===== src/rtl/e_pkg.sv =====
// ============================================================================
// e_pkg : shared types and helpers for the e_ arbitration blocks
// Rev 1.0
// ============================================================================
`default_nettype none

package e_pkg;

    typedef enum logic [0:0] {
        IDLE = 1'b0,
        BUSY = 1'b1
    } e_arb_state_t;

    // Pointer increment that wraps at n; an explicit compare, so non-power-of-2 n works
    function automatic logic [31:0] ptr_inc(input logic [31:0] idx, input logic [31:0] n);
        return (idx == n - 32'd1) ? 32'd0 : idx + 32'd1;
    endfunction

endpackage

`default_nettype wire


===== src/rtl/e_pri_chain.sv =====
// ============================================================================
// e_pri_chain : first-set search from a one-hot start position, with wrap
// Rev 1.0
// ============================================================================
`default_nettype none

module e_pri_chain #(
    parameter int N = 8
) (
    input  logic [N-1:0] req_i,
    input  logic [N-1:0] start_i,
    output logic [N-1:0] win_o,
    output logic         vld_o
);

    logic [N-1:0] w_mask_hi;
    logic [N-1:0] w_req_hi;

    // Bits at or above the start position; when none of those request, wrap to bit 0
    assign w_mask_hi = ~(start_i - {{(N-1){1'b0}}, 1'b1});
    assign w_req_hi  = req_i & w_mask_hi;

    always_comb begin
        win_o = '0;
        if (|w_req_hi) begin
            win_o = w_req_hi & (~w_req_hi + {{(N-1){1'b0}}, 1'b1});
        end else begin
            win_o = req_i & (~req_i + {{(N-1){1'b0}}, 1'b1});
        end
    end

    assign vld_o = |req_i;

endmodule

`default_nettype wire


===== src/rtl/e_rr_arb.sv =====
// ============================================================================
// e_rr_arb : N-way round-robin / fixed-priority arbiter, registered grants
// Rev 1.0
// ============================================================================
`default_nettype none

module e_rr_arb
    import e_pkg::*;
#(
    parameter int N  = 8,
    parameter int RR = 1
) (
    input  logic                 clk,
    input  logic                 rst_n,
    input  logic [N-1:0]         req_i,
    input  logic                 ack_i,
    output logic [N-1:0]         gnt_o,
    output logic                 gnt_vld_o,
    output logic [$clog2(N)-1:0] gnt_idx_o
);

    localparam int IDX_W = $clog2(N);

    e_arb_state_t     state_q, state_d;
    logic [IDX_W-1:0] ptr_q, ptr_d;
    logic [N-1:0]     gnt_q, gnt_d;
    logic [IDX_W-1:0] gnt_idx_q, gnt_idx_d;

    logic [31:0]      w_ptr_inc32;
    logic [IDX_W-1:0] w_ptr_nxt;
    logic [IDX_W-1:0] w_search_ptr;
    logic [N-1:0]     w_start_oh;
    logic [N-1:0]     w_win;
    logic             w_win_vld;
    logic [IDX_W-1:0] w_win_idx;

    assign w_ptr_inc32 = ptr_inc(32'(gnt_idx_q), 32'(N));

    generate
        if (RR != 0) begin : g_rr
            assign w_ptr_nxt = w_ptr_inc32[IDX_W-1:0];
        end else begin : g_fixed
            assign w_ptr_nxt = '0;
        end
    endgenerate

    // On an ack the search already uses the advanced pointer, so there is no bubble
    assign w_search_ptr = (state_q == BUSY) ? w_ptr_nxt : ptr_q;
    assign w_start_oh   = {{(N-1){1'b0}}, 1'b1} << w_search_ptr;

    e_pri_chain #(
        .N (N)
    ) u_pri_chain (
        .req_i   (req_i),
        .start_i (w_start_oh),
        .win_o   (w_win),
        .vld_o   (w_win_vld)
    );

    always_comb begin
        w_win_idx = '0;
        for (int i = 0; i < N; i++) begin
            if (w_win[i]) begin
                w_win_idx = w_win_idx | IDX_W'(i);
            end
        end
    end

    always_comb begin
        state_d   = state_q;
        ptr_d     = ptr_q;
        gnt_d     = gnt_q;
        gnt_idx_d = gnt_idx_q;
        case (state_q)
            IDLE: begin
                if (w_win_vld) begin
                    gnt_d     = w_win;
                    gnt_idx_d = w_win_idx;
                    state_d   = BUSY;
                end
            end
            BUSY: begin
                if (ack_i) begin
                    ptr_d = w_ptr_nxt;
                    if (w_win_vld) begin
                        gnt_d     = w_win;
                        gnt_idx_d = w_win_idx;
                    end else begin
                        gnt_d     = '0;
                        gnt_idx_d = '0;
                        state_d   = IDLE;
                    end
                end
            end
            default: begin
                state_d   = IDLE;
                gnt_d     = '0;
                gnt_idx_d = '0;
            end
        endcase
    end

    always_ff @(posedge clk) begin
        if (!rst_n) begin
            state_q   <= IDLE;
            ptr_q     <= '0;
            gnt_q     <= '0;
            gnt_idx_q <= '0;
        end else begin
            state_q   <= state_d;
            ptr_q     <= ptr_d;
            gnt_q     <= gnt_d;
            gnt_idx_q <= gnt_idx_d;
        end
    end

    assign gnt_o     = gnt_q;
    assign gnt_vld_o = |gnt_q;
    assign gnt_idx_o = gnt_idx_q;

endmodule

`default_nettype wire


===== config.mk =====
export PLATFORM = sky130hd
export DESIGN_NAME = e_rr_arb
export DESIGN_NICKNAME = d
export VERILOG_FILES = /design/src/rtl/e_pkg.sv /design/src/rtl/e_pri_chain.sv /design/src/rtl/e_rr_arb.sv
export SDC_FILE = /design/constraint.sdc
export NUM_CORES = 1
export LEC_CHECK = 0
export ABC_CLOCK_PERIOD_IN_PS = 8500
export CORE_AREA = 2 2 59 50
export CTS_BUF_LIST = sky130_fd_sc_hd__clkbuf_4
export CTS_CLUSTER_DIAMETER = 60
export DETAILED_ROUTE_END_ITERATION = 6
export DIE_AREA = 0 0 61 52
export DONT_BUFFER_PORTS = 1
export GPL_TIMING_DRIVEN = 0
export SLEW_MARGIN = 20
export SYNTH_ARGS = -nofsm -noshare
export SYNTH_HDL_FRONTEND = slang
export SYNTH_SLANG_ARGS = --single-unit

===== constraint.sdc =====
create_clock -name clk -period 8.5 [get_ports clk]
set_clock_uncertainty 0.2 [all_clocks]
set_input_delay 1.275 -clock clk [delete_from_list [all_inputs] [get_ports clk]]
set_output_delay 1.275 -clock clk [all_outputs]
set_load 0.02 [all_outputs]

# == Yosys cells after proc, flatten, opt, wreduce, memory -nomap -nowiden ==
# Cells that the tools add are included.
# op_classes
add_sub_neg,4
eq_ne,3
n_shift,1
muxes,21
n_bitwise,7
n_reduce_logical,5
# op_table
cell,count
8-bit 2-to-1 mux,4
3-bit 2-to-1 mux,9
8-bit bitwise AND,3
8-bit inverter,3
8-bit OR reduction,3
8-bit by 1-bit adder with 8-bit output (second input constant),2
8-bit one-hot mux with 2 select lines,1
1-bit by 3-bit << shifter with 8-bit output (first input constant),1
8-bit by 1-bit subtractor with 8-bit output (second input constant),1
3-bit one-hot mux with 2 select lines,1
2-bit 2-to-1 mux,2
2-bit AND reduction,2
3-bit by 1-bit adder with 3-bit output (second input constant),1
3-bit equality test (second input constant),1
1-bit 2-to-1 mux,3
2-bit by 1-bit inequality test with 1-bit output (second input constant),1
2-bit inequality test (second input constant),1
1-bit one-hot mux with 2 select lines,1
1-bit inverter,1
# totals
regBits,15
inputBits,11
out_inout_bits,12
elab_cells,45

# == Longest topological paths before layout ==
# logic_depth
ltp_word,21
ltp_mapped,12
ltp_nobuf,12

# == Hierarchy ==
# Synthesis repeated with hierarchy kept, for this count alone.
# unflattened
hier_cells,130
hier_area_um2,1106.1
# modules_own_cells
mod,n_inst,cells_per_inst,area_each_um2,seq_area_each_um2
e_rr_arb,1,74,704.4,300.3
e_pri_chain,1,56,401.6,0.0

# == Least setup slack after synthesis ==
# Ideal clock, no wire load.
# synth_path
path_kind,reg2reg
from,"register gnt_idx_q[0], in the netlist gnt_idx_o[0]"
to,"register gnt_idx_q[1], in the netlist gnt_idx_o[1]"
setup_time_ns,0.081
arrival_time_ns,3.029
required_ns,8.219
path_slack_ns,5.190
stages_incl_launch_ff,13
n_path_buf,0
synth_period_minus_slack_ns,3.310
cell_sequence,dfxtp_1 ha_1 ha_1 nor3b_1 or2_2 o21ai_0 ha_1 or4b_1 a31oi_1 a31oi_1 nor3b_1 a21oi_1 a41oi_1
# synth_between
elab_chain_len,20
elab_cells_between_ends,23
classes_between,add/sub (3); eq/ne (1); shift (1); mux (13); bitwise (4); reduce/logical (1)
# synth_rtl
element,line,text
"start, declared",e_rr_arb.sv:27,"logic [IDX_W-1:0] gnt_idx_q, gnt_idx_d;"
"start signal, assigned",e_rr_arb.sv:113,gnt_idx_q <= gnt_idx_d;
3-bit by 1-bit adder with 3-bit output / 3-bit equality test (equally long branches),e_pkg.sv:16,return (idx == n - 32'd1) ? 32'd0 : idx + 32'd1;
3-bit 2-to-1 mux (*),e_pkg.sv:16,
via w_ptr_inc32[2],e_rr_arb.sv:29,logic [31:0] w_ptr_inc32;
3-bit 2-to-1 mux (*),e_rr_arb.sv:48,assign w_search_ptr = (state_q == BUSY) ? w_ptr_nxt : ptr_q;
1-bit by 3-bit << shifter with 8-bit output (*),e_rr_arb.sv:49,"assign w_start_oh = {{(N-1){1'b0}}, 1'b1} << w_search_ptr;"
8-bit by 1-bit subtractor with 8-bit output (*),e_pri_chain.sv:20,"assign w_mask_hi = ~(start_i - {{(N-1){1'b0}}, 1'b1});"
8-bit inverter (*),e_pri_chain.sv:20,
8-bit bitwise AND (*),e_pri_chain.sv:21,assign w_req_hi = req_i & w_mask_hi;
[... 2 more ...],n/a,
8-bit bitwise AND,e_pri_chain.sv:26,"win_o = w_req_hi & (~w_req_hi + {{(N-1){1'b0}}, 1'b1});"
8-bit 2-to-1 mux (*),e_pri_chain.sv:25,if (|w_req_hi) begin
2-bit 2-to-1 mux (2 in a row),e_rr_arb.sv:63,if (w_win[i]) begin
3-bit 2-to-1 mux (3 in a row),e_rr_arb.sv:63,
3-bit 2-to-1 mux (*),e_rr_arb.sv:63,
3-bit 2-to-1 mux,e_rr_arb.sv:85,if (w_win_vld) begin
3-bit 2-to-1 mux,e_rr_arb.sv:83,if (ack_i) begin
3-bit one-hot mux with 2 select lines (*),e_rr_arb.sv:74,case (state_q)
# Mark *: on every way through the listed nets, which the timed path passes. The rest lies on a longest branch. The select of a mux whose other input is x is not followed.
# A chain may end at the register's enable or synchronous reset.

# == Worst setup path in the final report ==
# Ends and elaborated chain as after synthesis.

==> impl_results.md <==
* FF-to-FF End: gnt_idx_o[1]
* Multi-input gate area at 753 sq um
* CTS clk-pin slew, worst paths at 0.10 ns
* Tightest Pin Transition at 0.715 ns
* Chip width at 61 um
* Required time worst endpoint at 8.52 ns
* Postcts setup bufs at 0
* Post-synth EDFFs at 0
* Final ANT Viol Nets at 0
* Synth unique cells at 47
* Final setup TNS at 0 ns
* R2R Path Start: gnt_idx_o[0]
* R2R cell count at 12
* I/O Pins at 23
* Crit path kind: reg2reg
* Grt ovf at 0
* Post-DR vias/cell at 6.06
* CORE AREA at 2620 sq um
* Initial antenna violation count at 0
* Syn_area_per_cell at 7.69 sq um
* Register Area at 300 sq um
* Crit path time final at 3.83 ns
* CP Launch Type: register
* Layout fillers at 278
* Vias in the first global route at 989
* Total power at 232 uW
* Worst hold path class: reg2reg
* Total vias in the final route at 1115
* Critical path capture point type: register
* CTS Hold Bufs at 0
* Relative slew margins at 0.519
* Routability Congestion at 0.859
* Placement Rows at 17
* Most common cell after layout, fill and taps aside: nand2_1
* Routed wire length at 2940 um
* Die Area at 3170 sq um
* Crit path arrival time at 3.85 ns
* Commonest non-fill, non-tap cells in the layout: 21 x nand2_1, 15 x dfxtp_1, 11 x nor2_1
* DRC violations left at 0
* Sequential area share after synthesis at 0.275
* Max FO, Critical Path at 7
* Tcrit/Tclk final at 0.450
* Post-synthesis async set-or-reset flop share at 0
* Router iterations before antenna repair at 4
* Peak VDD IR at 0.000109 V
* Starting Density at 0.418
* DP Wirelength at 2280 um
* Post-Syn Instances at 142
* DIE HEIGHT at 52 um
* Number of max-cap violations at 0
* Area grow syn2layout at 6.87%
* Gr usage total at 0.204
* H-Tree Depth at 1
* Root Buffer: clkbuf_4
* Layout cells sized above 1 at 0.0890
* Outcome: finished, final reports clean
* Pleak at 0.000422 uW
* Syn nets at 156
* Clk Latency, worst-skew pair at 0.29 ns
* Final setup vio count at 0
* Fin nets at 161
* Port Buffer Count at 0
* CP endpoint: gnt_idx_o[1]
* PD cells at 198 nW/um^2
* 1st-iter DRT viols at 73
* Inserted Clock Buffers at 3
* Top_reg_cell synth: dfxtp_1
* Clock tree from TritonCTS: yes
* R2R setup slack at 4.67 ns
* Largest net degree at the start of global routing at 11
* First-pass GRT wire length at 4680 um
* Unrepaired setup endpoints after global routing: false
* Max Buffers Root-to-Sink at 2
* Resized cells post-CTS at 0
* Crit path launch: gnt_idx_o[0]
* Clk sinks at 15
* ANT cells at 0
* Yosys warnings at 0
* Hold Fails Final Rpt at 0
* Avg WL per Cell at 16.0 um
* Peak Freq at 261 MHz
* Mapped Area at 1090 sq um
* #FFs+latches synth at 15
* Max-slew violations at 0
power breakdown:
part	switching [uW]	internal, uW
Clock	26.2	17.5
Sequential	16.4	77.7
Combinational	55.7	38.2
cells in the mapped netlist, types with 4 or more instances:
| cell | count | area, sq um |
|---|---|---|
| a21oi_1 | 9 | 45.0 |
| inv_1 | 4 | 15.0 |
| nor2_1 | 11 | 41.3 |
| nor2b_1 | 4 | 25.0 |
| nor4_1 | 5 | 31.3 |
| nand2_1 | 21 | 78.8 |
| dfxtp_1 | 15 | 300 |
| nor3_1 | 6 | 30.0 |
| o21ai_1 | 4 | 20.0 |
| nand3_1 | 4 | 20.0 |
| and2_1 | 4 | 25.0 |
final cells by class:
class                      instances  area share
buffer                             4      0.0204
clock buffer                       3      0.0193
clock inverter                     1     0.00429
inverter                           4      0.0129
multi-input combinational        119       0.645
sequential                        15       0.257
tap                               38      0.0407
through the flow:
stage	std cells	utilization	setup WS (ns)	hold slack, ns	instance area, sq um
floorplan	142	-	5.19	0.278	1090
CTS	184	0.446	4.72	0.340	1170
finish	184	0.446	4.67	0.337	1170
detailed placement	180	0.436	4.76	0.324	1140
global placement	180	0.436	4.77	0.308	1140
global route	184	0.446	4.38	0.379	1170
kinds of logic after synthesis:
group,synth area share
simple gates,0.355
compound gates,0.270
flops,0.275
buf+inv,0.0355
fa+ha+maj,0.0344
mux,0.0218
xor+xnor,0.00802
routing by layer:
layer  global-route usage  routed length [um]
met5                    0                   0
met4               0.0435                  25
met3               0.0622                 286
met2                0.267                1200
met1                0.317                1420
worst max-delay path, cell delays in order, from the launching register on:
cell,delay (ns)
dfxtp_1,0.46
ha_1,0.27
ha_1,0.39
nor3b_1,0.09
or2_2,0.31
o21ai_0,0.10
ha_1,0.31
or4b_1,0.48
a31oi_1,0.18
a31oi_1,0.12
nor3b_1,0.44
a21oi_1,0.17
a41oi_1,0.22
flip-flops by register name, summed over array words and instances, names as in the netlist:
name and cells:
gnt_idx_o 3, gnt_o 8, ptr_q 3, state_q 1
worst min path at each step:
stage	depth (start not counted)	startpoint	end	slack, ns
3_5_place_dp	2	ptr_q[1]	ptr_q[1]	0.32
2_1_floorplan	2	ptr_q[1]	ptr_q[1]	0.28
6_report	2	ptr_q[1]	ptr_q[1]	0.34
4_1_cts	2	ptr_q[1]	ptr_q[1]	0.34
5_1_grt	2	ptr_q[1]	ptr_q[1]	0.38
3_3_place_gp	2	ptr_q[1]	ptr_q[1]	0.31
(Power assumes the default switching activity.)
